$ cat src/rtl/camera_frame_sequencer_if.sv
// camera_frame_sequencer_if: camera/consumer handshake and writer bus of the frame sequencer
interface camera_frame_sequencer_if;
    logic        enable;
    logic        sof;
    logic        pixel_valid;
    logic        rd_acquire;
    logic        rd_release;
    logic        wr_en;
    logic [25:0] wr_addr;
    logic [1:0]  rd_buf;
    logic        rd_buf_valid;
    logic        rd_ack;
    logic        frame_done;
    logic        frame_error;
    logic        capturing;
    logic [15:0] frame_count;
    logic [7:0]  error_count;
    modport master (
        output enable, sof, pixel_valid, rd_acquire, rd_release,
        input  wr_en, wr_addr, rd_buf, rd_buf_valid, rd_ack,
               frame_done, frame_error, capturing, frame_count, error_count
    );
    modport slave (
        input  enable, sof, pixel_valid, rd_acquire, rd_release,
        output wr_en, wr_addr, rd_buf, rd_buf_valid, rd_ack,
               frame_done, frame_error, capturing, frame_count, error_count
    );
endinterface

$ cat src/rtl/camera_frame_sequencer.sv
// camera_frame_sequencer: triple-buffered frame capture; writer never touches the newest or the held buffer
module camera_frame_sequencer #(
    parameter int FRAME_PIXELS = 3542000,
    parameter int BUF_STRIDE   = 24'h400000
) (
    input logic pclk,
    input logic reset,
    camera_frame_sequencer_if.slave bus
);
    typedef enum logic {IDLE, CAPTURE} state_t;
    localparam logic [23:0] FP = 24'(FRAME_PIXELS);
    state_t      state, state_n;
    logic [23:0] cnt;
    logic        ovf, below, close, good, open, acq;
    logic [1:0]  newest, held, wr_buf, newest_n, held_n, free;
    logic        newest_valid, held_valid, nv_n, hv_n;
    logic        done_q, err_q, ack_q;
    logic [15:0] fc;
    logic [7:0]  ec;
    assign below    = cnt < FP;
    assign close    = state == CAPTURE && bus.sof;
    assign good     = cnt == FP && !ovf;
    assign open     = bus.sof && bus.enable;
    assign acq      = bus.rd_acquire && newest_valid;
    // acquire takes the pre-close newest; the closing frame becomes newest after
    assign newest_n = (close && good) ? wr_buf : newest;
    assign nv_n     = newest_valid || (close && good);
    assign held_n   = acq ? newest : held;
    assign hv_n     = acq || (held_valid && !bus.rd_release);
    always_comb begin
        free = 2'd0;
        for (int i = 2; i >= 0; i--)
            if (!(nv_n && newest_n == 2'(i)) && !(hv_n && held_n == 2'(i))) free = 2'(i);
    end
    always_comb state_n = open ? CAPTURE : close ? IDLE : state;
    always_ff @(posedge pclk) begin
        if (reset) begin
            state        <= IDLE;
            cnt          <= '0;
            ovf          <= 1'b0;
            newest       <= 2'd0;
            newest_valid <= 1'b0;
            held         <= 2'd0;
            held_valid   <= 1'b0;
            wr_buf       <= 2'd0;
            done_q       <= 1'b0;
            err_q        <= 1'b0;
            ack_q        <= 1'b0;
            fc           <= '0;
            ec           <= '0;
        end else begin
            state        <= state_n;
            cnt          <= bus.sof ? '0 : (state == CAPTURE && bus.pixel_valid && below) ? cnt + 24'd1 : cnt;
            ovf          <= bus.sof ? 1'b0 : ovf || (bus.pixel_valid && (state == IDLE || !below));
            newest       <= newest_n;
            newest_valid <= nv_n;
            held         <= held_n;
            held_valid   <= hv_n;
            wr_buf       <= open ? free : wr_buf;
            done_q       <= close && good;
            err_q        <= close && !good;
            ack_q        <= bus.rd_acquire;
            fc           <= fc + 16'(close && good);
            ec           <= (close && !good && ec != 8'hff) ? ec + 8'd1 : ec;
        end
    end
    always_comb begin
        bus.capturing = state == CAPTURE;
        bus.wr_en     = state == CAPTURE && bus.pixel_valid && below && !bus.sof && !reset;
        bus.wr_addr   = 26'(wr_buf) * 26'(BUF_STRIDE) + 26'(cnt);
    end
    assign bus.rd_buf       = held;
    assign bus.rd_buf_valid = held_valid;
    assign bus.rd_ack       = ack_q;
    assign bus.frame_done   = done_q;
    assign bus.frame_error  = err_q;
    assign bus.frame_count  = fc;
    assign bus.error_count  = ec;
endmodule

$ cat src/flat_wrapper.sv
// flat-port wrapper written by rule: the top's interface ports become plain ports
module camera_frame_sequencer_flat 
#(
    parameter int FRAME_PIXELS = 3542000,
    parameter int BUF_STRIDE   = 24'h400000
)
  (pclk, reset, bus_enable, bus_sof, bus_pixel_valid, bus_rd_acquire, bus_rd_release, bus_wr_en, bus_wr_addr, bus_rd_buf, bus_rd_buf_valid, bus_rd_ack, bus_frame_done, bus_frame_error, bus_capturing, bus_frame_count, bus_error_count);
  camera_frame_sequencer_if bus_i ();
  input logic pclk;
  input logic reset;
  input wire logic [$bits(bus_i.enable)-1:0] bus_enable;
  input wire logic [$bits(bus_i.sof)-1:0] bus_sof;
  input wire logic [$bits(bus_i.pixel_valid)-1:0] bus_pixel_valid;
  input wire logic [$bits(bus_i.rd_acquire)-1:0] bus_rd_acquire;
  input wire logic [$bits(bus_i.rd_release)-1:0] bus_rd_release;
  output wire logic [$bits(bus_i.wr_en)-1:0] bus_wr_en;
  output wire logic [$bits(bus_i.wr_addr)-1:0] bus_wr_addr;
  output wire logic [$bits(bus_i.rd_buf)-1:0] bus_rd_buf;
  output wire logic [$bits(bus_i.rd_buf_valid)-1:0] bus_rd_buf_valid;
  output wire logic [$bits(bus_i.rd_ack)-1:0] bus_rd_ack;
  output wire logic [$bits(bus_i.frame_done)-1:0] bus_frame_done;
  output wire logic [$bits(bus_i.frame_error)-1:0] bus_frame_error;
  output wire logic [$bits(bus_i.capturing)-1:0] bus_capturing;
  output wire logic [$bits(bus_i.frame_count)-1:0] bus_frame_count;
  output wire logic [$bits(bus_i.error_count)-1:0] bus_error_count;
  assign bus_i.enable = bus_enable;
  assign bus_i.sof = bus_sof;
  assign bus_i.pixel_valid = bus_pixel_valid;
  assign bus_i.rd_acquire = bus_rd_acquire;
  assign bus_i.rd_release = bus_rd_release;
  assign bus_wr_en = bus_i.wr_en;
  assign bus_wr_addr = bus_i.wr_addr;
  assign bus_rd_buf = bus_i.rd_buf;
  assign bus_rd_buf_valid = bus_i.rd_buf_valid;
  assign bus_rd_ack = bus_i.rd_ack;
  assign bus_frame_done = bus_i.frame_done;
  assign bus_frame_error = bus_i.frame_error;
  assign bus_capturing = bus_i.capturing;
  assign bus_frame_count = bus_i.frame_count;
  assign bus_error_count = bus_i.error_count;
  camera_frame_sequencer #(.FRAME_PIXELS(FRAME_PIXELS), .BUF_STRIDE(BUF_STRIDE)) u_core (.pclk(pclk), .reset(reset), .bus(bus_i));
endmodule
$ cat config.mk
export PLATFORM = sky130hd
export DESIGN_NAME = camera_frame_sequencer_flat
export DESIGN_NICKNAME = d
export VERILOG_FILES = /design/src/rtl/camera_frame_sequencer_if.sv /design/src/rtl/camera_frame_sequencer.sv /design/src/flat_wrapper.sv
export SDC_FILE = /design/constraint.sdc
export NUM_CORES = 1
export LEC_CHECK = 0
export CAP_MARGIN = 20
export CORE_ASPECT_RATIO = 0.7
export CORE_MARGIN = 4
export CORE_UTILIZATION = 28
export DETAILED_ROUTE_END_ITERATION = 10
export GPL_ROUTABILITY_DRIVEN = 0
export HOLD_SLACK_MARGIN = 0.06
export PLACE_DENSITY = 0.6
export SYNTH_ARGS = -nofsm -noshare
export SYNTH_HDL_FRONTEND = slang
export SYNTH_SLANG_ARGS = --single-unit
$ cat constraint.sdc
create_clock -name pclk -period 4.29 [get_ports pclk]
set_clock_uncertainty 0.1 [all_clocks]
set_input_delay 1.287 -clock pclk [delete_from_list [all_inputs] [get_ports pclk]]
set_output_delay 1.287 -clock pclk [all_outputs]
set_load 0.005 [all_outputs]
==> flow_metrics.tcl <==
set metrics [dict create \
    postRouteAntennaNets 0 \
    timing.hold.ws_ns 0.3730 \
    antenna_found_initial 0 \
    syn_nets 380 \
    fin_tns_setup_ns 0 \
    synth-async-reset-ratio 0 \
    maxCapViolCount 0 \
    crit_fanout 3 \
    synth_edf_count 0 \
    worstSetupStartpointType "input port" \
    clk_path_buf_depth 2 \
    dpl_cell_area_mm2 0.003747 \
    outcome "finished clean" \
    crit_family "buffers and inverters" \
    die_x_um 134.2 \
    setup_viol 0 \
    synthDominantCellAreaShare 0.3915 \
    route.detailed.drc 0 \
    fmax_ghz 0.2585 \
    final_common_cell "clkdlybuf4s50_1" \
    start_util 0.2946 \
    yosysTopAreaCell "dfxtp_1" \
    fin_nets 426 \
    grt_max_degree 39 \
    powerDensity_mw_per_mm2 310.0 \
    tightest_slew_ns 0.8876 \
    critPathKind "in -> out" \
    htree_levels 3 \
    first_pass_iters 4 \
    critPathArrivalTime_ns 2.48 \
    route.vias.total 2704 \
    viasPerCell 4.794 \
    irDropWorstVdd_uv 165.2 \
    synth_area_leaders "dfxtp_1 39%, buf_4 5.5%, a21oi_1 4.3%" \
    ys_types 53 \
    globalRouteTotalUtil 0.1231 \
    cts-root-buf "clkbuf_16" \
    cts_tree "done" \
    hold_path.class "reg -> reg" \
    rows 31 \
    netlist_area_mm2 0.003119 \
    yosys_warnings 0 \
    io_pins 65 \
    end_kind "output port" \
    drive_gt1_frac 0.07452 \
    maxSlewHeadroom 0.4056 \
    grt_pass1_wl_um 12510 \
    avgRoutedWirePerCell_um 13.83 \
    nFillCells 1097 \
    min_period_ns 3.869 \
    wirelength_um 7801 \
    required_ns 2.90 \
    hold_violations 0 \
    die_area_mm2 0.01292 \
    crit_path_max_incr_delay_ns 0.50 \
    final_cell_mix "62 x clkdlybuf4s50_1, 61 x dfxtp_1, 33 x nor2_1" \
    coreArea_mm2 0.01059 \
    crit_slowest_cell "clkdlybuf4s50_1" \
    portBuffers 63 \
    diodes 0 \
    ys_seq_area_frac 0.3915 \
    fp.dieH_um 96.31 \
    dpl.hpwl_um 5790 \
    crit_chain "clkdlybuf4s50_1 -> o2111a_1 -> o21ai_0 -> nor2_1 -> dlymetal6s2s_1" \
    ys.flop_type "dfxtp_1" \
    cts_buffers 9 \
    synth_cells 366 \
    worstPathBufferInverterCount 2 \
    ys_ff_latch 61 \
    worstSkewPairLatency_ns 0.32 \
    min_period_over_period 0.9018 \
    grt_pass1_vias 2417 \
    p_leak_nw 1.316 \
    avgSynthCellArea_um2 8.523 \
    area_delta_synth_final_pct 29.04 \
    grt.overflow.total 0 \
    drtIter0Drc 150 \
    clkSinkCount 61 \
    slew_violations 0 \
    rsz0062_at_grt "no" \
    final_area_mm2 0.004025 \
    p_total_w 0.001248 \
    cts_hold_buf 0 \
    clkSlewWorstSetupHoldPaths_ns 0.05 \
]
==> sequential cells by signal (all words and copies together), names as in the netlist <==
| register | cells |
|---|---|
| u_core.bus.capturing | 1 |
| u_core.bus.error_count | 8 |
| u_core.bus.frame_count | 16 |
| u_core.bus.frame_done | 1 |
| u_core.bus.frame_error | 1 |
| u_core.bus.rd_ack | 1 |
| u_core.bus.rd_buf | 2 |
| u_core.bus.rd_buf_valid | 1 |
| u_core.cnt | 24 |
| u_core.newest | 2 |
| u_core.newest_valid | 1 |
| u_core.ovf | 1 |
| u_core.wr_buf | 2 |
==> worst paths after layout <==
check / cells after the start / from / slack [ns] / end
worst max-delay path: 5 / bus_pixel_valid / 0.42 / bus_wr_en
worst min-delay path: 2 / u_core.bus.rd_buf[1] / 0.37 / u_core.bus.rd_buf[1]
worst max register to register: 11 / u_core.cnt[0] / 1.18 / u_core.bus.frame_count[15]
worst min register to register: 2 / u_core.bus.rd_buf[1] / 0.37 / u_core.bus.rd_buf[1]
==> metal layers <==
metal,GRT usage,share of wire,vias to the layer above
met5,0,0,-
met4,0.02797,0.0065,0
met3,0.05225,0.044,6
met2,0.1803,0.43,54
met1,0.1684,0.52,1261
li1,-,-,1383
==> cell families (layout without fill, tap and decap cells) <==
kind of cell,count (synthesis),in the layout,share of synthesized area
AO/OA/AOI/OAI,76,76,0.1544
XOR/XNOR,21,21,0.05896
adder cells (fa/ha/maj),7,7,0.03048
buffers and inverters,47,97,0.08785
flip-flops,61,61,0.3915
multiplexers,5,5,0.01645
other,1,1,0.001202
AND/OR/NAND/NOR,148,148,0.2591
==> cells in the mapped netlist (2+ instances only) <==
| master | n |
|---|---|
| a21oi_1 | 27 |
| nor3_1 | 7 |
| or2_2 | 3 |
| nor2_1 | 33 |
| nand2b_1 | 5 |
| a211oi_1 | 5 |
| ha_1 | 6 |
| nand4_1 | 8 |
| buf_4 | 23 |
| and2_1 | 5 |
| nand3_1 | 19 |
| o31ai_1 | 3 |
| o21ai_0 | 19 |
| o211ai_1 | 4 |
| a211o_1 | 2 |
| clkbuf_1 | 8 |
| inv_1 | 11 |
| nor4_1 | 7 |
| xor2_1 | 10 |
| a31oi_1 | 3 |
| nor2b_1 | 5 |
| or4_1 | 4 |
| mux2i_1 | 4 |
| o2111ai_1 | 3 |
| or3_1 | 17 |
| buf_2 | 2 |
| xnor2_1 | 11 |
| and4_1 | 6 |
| nand3b_1 | 2 |
| nand2_1 | 21 |
| dfxtp_1 | 61 |
==> power by group <==
group | total (W) | switching, W | internal [W]
registers | 0.000572 | 0.00000240 | 0.000570
clock network | 0.000639 | 0.000238 | 0.000401
logic | 0.0000362 | 0.0000192 | 0.0000170
==> stage by stage <==
| stage | std cells | worst slack [ns] | util |
|---|---|---|---|
| final | 564 | 0.4212 | 0.3801 |
| after CTS | 562 | 0.001411 | 0.3785 |
| after floorplan | 366 | 0.8980 | - |
| after global placement | 547 | 0.003992 | 0.3539 |
| after detailed placement | 547 | 0.01337 | 0.3539 |
| after global routing | 564 | 0.3199 | 0.3801 |
==> tightest hold or removal path, cell delays in order (launching register included) <==
cell	delay [ns]
dfxtp_1	0.31
nand2_1	0.06
a21oi_1	0.05
==> what timing repair did <==
item                       in CTS  in global routing
resized for setup               0                  1
buffers inserted                0                  2
setup endpoints to repair       0                  1
==> cell type report <==
cell class / count / area [um2] / area share
clock inverters: 2 / 10.01 / 0.002487
well taps: 148 / 185.2 / 0.04601
flip-flops and latches: 61 / 1221 / 0.3034
clock buffers: 13 / 250.2 / 0.06217
inverters: 11 / 41.29 / 0.01026
repair buffers: 71 / 693.2 / 0.1722
multi-input cells: 258 / 1624 / 0.4035
Note: power is estimated with default switching activity, not from simulation.
